<file path="src/rtl/input_debouncer_pkg.sv">
// Shared project constants for the input debouncer.
// Only the board-clock default for the stability window lives here; the FSM
// encoding stays private to the debouncer itself.
package input_debouncer_pkg;

    // Default stability window in board-clock cycles.
    localparam int DEFAULT_STABLE_CYCLES = 1000;

endpackage

</file>
<file path="src/rtl/input_debouncer_sync_chain.sv">
// Multi-flop synchronizer for one asynchronous input bit.
// Only the last stage is exposed; earlier stages may be metastable and must
// never be read by downstream logic.
module sync_chain #(
    parameter int SYNC_STAGES = 2
) (
    input  logic clk,
    input  logic rst,
    input  logic d,
    output logic q
);

    logic [SYNC_STAGES-1:0] stage;

    // Shift the raw input through the chain; clear on synchronous reset.
    always_ff @(posedge clk) begin
        // NOTE: reset is synchronous and active-low, so it is sampled like any
        // other input inside the clocked block rather than in the sensitivity list.
        if (!rst) begin
            stage <= '0;
        end else begin
            stage <= {stage[SYNC_STAGES-2:0], d};
        end
    end

    assign q = stage[SYNC_STAGES-1];

endmodule

</file>
<file path="src/rtl/input_debouncer.sv">
// Debounces one raw asynchronous input into a registered level, single-cycle
// rise/fall pulses and a wrapping count of accepted rising edges.
// A new level is accepted only after STABLE_CYCLES consecutive synchronized
// samples at that level; the first sample is the one that leaves the idle state.
module input_debouncer
    import input_debouncer_pkg::*;
#(
    parameter int SYNC_STAGES   = 2,
    parameter int STABLE_CYCLES = DEFAULT_STABLE_CYCLES,
    parameter int CNT_W         = 16,
    parameter int EVT_W         = 8
) (
    input  logic             clk,
    input  logic             rst,
    input  logic             din,
    output logic             dout,
    output logic             rise,
    output logic             fall,
    output logic [EVT_W-1:0] evt_cnt
);

    // Debounce FSM encoding, private to this block.
    typedef enum logic [1:0] {
        IDLE_LO = 2'b00,
        WAIT_HI = 2'b01,
        IDLE_HI = 2'b10,
        WAIT_LO = 2'b11
    } state_t;

    localparam logic [CNT_W-1:0] CNT_LAST = CNT_W'(STABLE_CYCLES - 1);
    localparam logic [CNT_W-1:0] CNT_ONE  = CNT_W'(1);
    localparam logic [EVT_W-1:0] EVT_ONE  = EVT_W'(1);

    state_t           state;
    logic [CNT_W-1:0] cnt;
    logic             s;

    sync_chain #(
        .SYNC_STAGES(SYNC_STAGES)
    ) u_sync (
        .clk(clk),
        .rst(rst),
        .d  (din),
        .q  (s)
    );

    // Debounce FSM with registered level, edge pulses and event counter.
    always_ff @(posedge clk) begin
        if (!rst) begin
            state   <= IDLE_LO;
            cnt     <= '0;
            dout    <= 1'b0;
            rise    <= 1'b0;
            fall    <= 1'b0;
            evt_cnt <= '0;
        end else begin
            // NOTE: pulses default low here and are overridden below by the
            // later non-blocking assignment, so each lasts exactly one cycle.
            rise <= 1'b0;
            fall <= 1'b0;
            case (state)
                IDLE_LO: begin
                    if (s) begin
                        state <= WAIT_HI;
                        cnt   <= CNT_ONE;
                    end else begin
                        cnt <= '0;
                    end
                end
                WAIT_HI: begin
                    if (!s) begin
                        state <= IDLE_LO;
                        cnt   <= '0;
                    end else if (cnt == CNT_LAST) begin
                        state   <= IDLE_HI;
                        cnt     <= '0;
                        dout    <= 1'b1;
                        rise    <= 1'b1;
                        evt_cnt <= evt_cnt + EVT_ONE;
                    end else begin
                        cnt <= cnt + CNT_ONE;
                    end
                end
                IDLE_HI: begin
                    if (!s) begin
                        state <= WAIT_LO;
                        cnt   <= CNT_ONE;
                    end else begin
                        cnt <= '0;
                    end
                end
                WAIT_LO: begin
                    if (s) begin
                        state <= IDLE_HI;
                        cnt   <= '0;
                    end else if (cnt == CNT_LAST) begin
                        state <= IDLE_LO;
                        cnt   <= '0;
                        dout  <= 1'b0;
                        fall  <= 1'b1;
                    end else begin
                        cnt <= cnt + CNT_ONE;
                    end
                end
                default: begin
                    state <= IDLE_LO;
                    cnt   <= '0;
                end
            endcase
        end
    end

endmodule

</file>
<file path="config.mk">
export PLATFORM = sky130hd
export DESIGN_NAME = input_debouncer
export DESIGN_NICKNAME = d
export VERILOG_FILES = /design/src/rtl/input_debouncer_pkg.sv /design/src/rtl/input_debouncer_sync_chain.sv /design/src/rtl/input_debouncer.sv
export SDC_FILE = /design/constraint.sdc
export NUM_CORES = 1
export LEC_CHECK = 0
export ABC_CLOCK_PERIOD_IN_PS = 2000
export CAP_MARGIN = 10
export CORE_MARGIN = 4
export CORE_UTILIZATION = 30
export DETAILED_ROUTE_END_ITERATION = 16
export PLACE_DENSITY = 0.57
export SLEW_MARGIN = 20
export SYNTH_ARGS = -nofsm -noshare
export SYNTH_HDL_FRONTEND = slang
export SYNTH_SLANG_ARGS = --single-unit
</file>
<file path="constraint.sdc">
create_clock -name clk -period 2 [get_ports clk]
set_input_delay 0.6 -clock clk [delete_from_list [all_inputs] [get_ports clk]]
set_output_delay 0.6 -clock clk [all_outputs]
set_load 0.02 [all_outputs]
</file>
==> summary.txt <==
Status
  – Status: finished clean

STA
  – RSZ-0062 raised after global routing: false
  – Relative slew slack: 0.599
  – Final Max Slew Viols: 0
  – Worst-Margin Slew: 593 ps
  – Setup_tns: 0 ps
  – Fin crit share: 0.978
  – Crit path time final: about 2000 ps
  – Achievable frequency: 511 MHz
  – Final Hold Fails: 0
  – Final setup viols: 0
  – Final Skew: 8.63 ps

Setup path
  – Crit-path cells: clkdlybuf4s50_1
  – Critical path buffer and inverter count: 1
  – Terminus of the critical flop-to-flop path: evt_cnt[3]
  – Worst Setup EP: evt_cnt[4]
  – Worst R2R Start: cnt[3]
  – CP Depth: 1
  – Worst setup path startpoint: evt_cnt[4]
  – R2r setup slk: approximately 190 ps
  – Crit end category: primary output
  – Crit path max-delay family: buffers and inverters
  – Worst path max stage delay: about 650 ps
  – CP max FO: 6
  – Critical path class: flip-flop to primary output
  – Critical Path AT: 1360 ps
  – Worst r2r path cells: 4
  – CP max-delay cell: clkdlybuf4s50_1
  – Critical Path Source Type: flip-flop
  – Critical Path RT: 1400 ps

Synth
  – Synth cell types: 39
  – Area leader, netlist: dfxtp_1
  – Synth Flop Type: dfxtp_1
  – Mapped Area: between 0.001 and 0.0015 sq mm
  – Top cells by area, synth: dfxtp_1 (44%), nor2_1 (4.5%), xor2_1 (4.3%)
  – Mean post-synth cell area: about 9.4 sq um
  – Yosys Warn Count: 0
  – Top-area cell type share of the netlist area: 0.438
  – Post-synthesis instance total: 150
  – Sequential area share after synthesis: 0.438
  – Post-Syn Nets: 155
  – Post-synth ARST share: 0
  – Synthesized flop and latch total: 31
  – Post-synth EDFFs: 0

Clocking
  – Post-CTS Setup Bufs: 0
  – Register clock-pin slew on the reported worst setup and hold paths: 70 ps
  – Inserted Clock Buffers: 5
  – TritonCTS clock tree: done
  – Clk sinks: 31
  – H-tree depth: 2
  – Root Driver: clkbuf_8
  – CTS Buffer Depth: 2
  – Hold-fix buffers, CTS: 0
  – Skew-Pair Late Insertion Delay: between 200 and 300 ps
  – Post-cts repair resize count: 0

Floorplanning
  – IO Pins: 14
  – Area of the core: 0.00447 sq mm
  – Full die area: 0.00588 sq mm
  – Site Rows: 24
  – Die H: ~77 microns
  – Initial core utilization: 0.317
  – Die span in x: 76.7 microns

Global route
  – Gr ovfl total: 0
  – Initial antenna violation count: 0
  – Total track usage: 0.104
  – Largest net degree at the start of global routing: 17
  – Vias in the first global route: 1,212
  – First-pass GRT wire length: 5.12 mm

Placement
  – DP HPWL: around 2.1 mm
  – Port Buffers: 13
  – Routability cong.: 0.770

Final layout
  – FILL cells: 453
  – Share of layout cells above drive strength 1: 0.132
  – # diodes: 0
  – Fin nets: 178
  – Layout overhead on the synthesized area: 22.7%

Route
  – Antenna-violating nets left: 0
  – Drt total wl: 2.86 mm
  – Drt wl/cell: 12.6 microns
  – TritonRoute pass-1 iters: 4
  – DRC Markers: 0
  – Iter 0 DRT Violations: 38
  – Vias per inst: 5.07
  – Via count: 1,145

Pwr
  – Cell Pwr Density: 683 mW/mm^2
  – Worst vdd ir: between 0.4 and 0.5 mV
  – Lkg Pwr: between 0.0005 and 0.0006 uW
  – Tot Pwr: roughly 1200 uW

Worst hold path
  – Hold WC Path Type: flip-flop to flip-flop
  – Hold path depth: 1

Flow run
  – Maxcap violations: 0
cell families (layout without fill, tap and decap cells):
group / Yosys count / count (layout) / share of synthesized area
adders and majority gates: 2 / 2 / 0.0177
and+or+nand+nor: 70 / 70 / 0.314
xor gates and xnor gates: 13 / 13 / 0.0804
buffers and inverters: 10 / 34 / 0.0389
DFF: 31 / 31 / 0.438
AOI/OAI and AO/OA: 21 / 21 / 0.0901
muxes: 3 / 3 / 0.0212
power by group:
group          internal, uW  total (uW)  switching, uW
sequential              622         625           2.93
combinational          14.1        27.7           13.6
clock                   314         533            220
total                   950        1190            236
cell usage in the layout, fill, tap and decap left out, types with 2 or more instances in the layout:
master	netlist	final
nor4_1	2	2
nand3_1	5	5
nor2b_1	3	3
dfxtp_1	31	31
nand2_1	8	8
clkbuf_8	0	7
xnor2_1	6	6
o31ai_1	5	5
ha_1	2	2
o21ai_0	4	4
and4_4	2	2
nor2_1	17	17
clkdlybuf4s50_1	0	12
nand4_1	9	9
and2_1	4	4
inv_1	4	4
nor3_1	3	3
a21oi_1	9	9
or4_1	4	4
mux2i_1	3	3
buf_4	0	8
xor2_1	7	7
flip-flops by register name, indices dropped and copies added, names as in the netlist, named ones only:
signal        count
u_sync.stage      2
state             1
cnt              16
dout              1
fall              1
evt_cnt           8
rise              1
Yosys cell counts, types with 3 or more instances:
library cell   n
o21ai_0        4
mux2i_1        3
nand2_1        8
or4_1          4
xnor2_1        6
nor2_1        17
nand3_1        5
xor2_1         7
nor3_1         3
inv_1          4
nand4_1        9
o31ai_1        5
a21oi_1        9
and2_1         4
dfxtp_1       31
nor2b_1        3
routing by layer:
metal	vias to the layer above	wire length, microns	GRT usage
li1	583	-	-
met1	538	1350	0.119
met2	22	1380	0.178
met3	2	106	0.0316
met4	0	21	0.0453
met5	-	0	0
how the worst min path moves through the flow:
stage                    startpoint              end  slack, ps
global placement    u_sync.stage[0]  u_sync.stage[1]        430
detailed placement  u_sync.stage[0]  u_sync.stage[1]        430
CTS                 u_sync.stage[0]  u_sync.stage[1]        440
global route        u_sync.stage[0]  u_sync.stage[1]        460
floorplan           u_sync.stage[0]  u_sync.stage[1]        410
finish              u_sync.stage[0]  u_sync.stage[1]        440
cell type report:
cell class | count | area (sq um) | area share
multi-input combinational | 109 | 741 | 0.426
sequential | 31 | 621 | 0.357
timing repair buffer | 21 | 193 | 0.111
clock buffer | 8 | 100 | 0.0576
tap | 52 | 65.1 | 0.0374
inverter | 5 | 18.8 | 0.0108
metrics by stage:
| step | area [sq um] | setup slack (ps) | hold WS [ps] | utilization | std cells |
|---|---|---|---|---|---|
| after floorplan | 1420 | 265 | 412 | - | 150 |
| after global placement | 1640 | 77.2 | 430 | 0.365 | 218 |
| after detailed placement | 1640 | 46.0 | 426 | 0.365 | 218 |
| after CTS | 1740 | 36.0 | 444 | 0.388 | 226 |
| after global routing | 1740 | 3.16 | 459 | 0.388 | 226 |
| final | 1740 | 43.7 | 439 | 0.388 | 226 |
No activity file was read; power rests on OpenSTA's default activity.
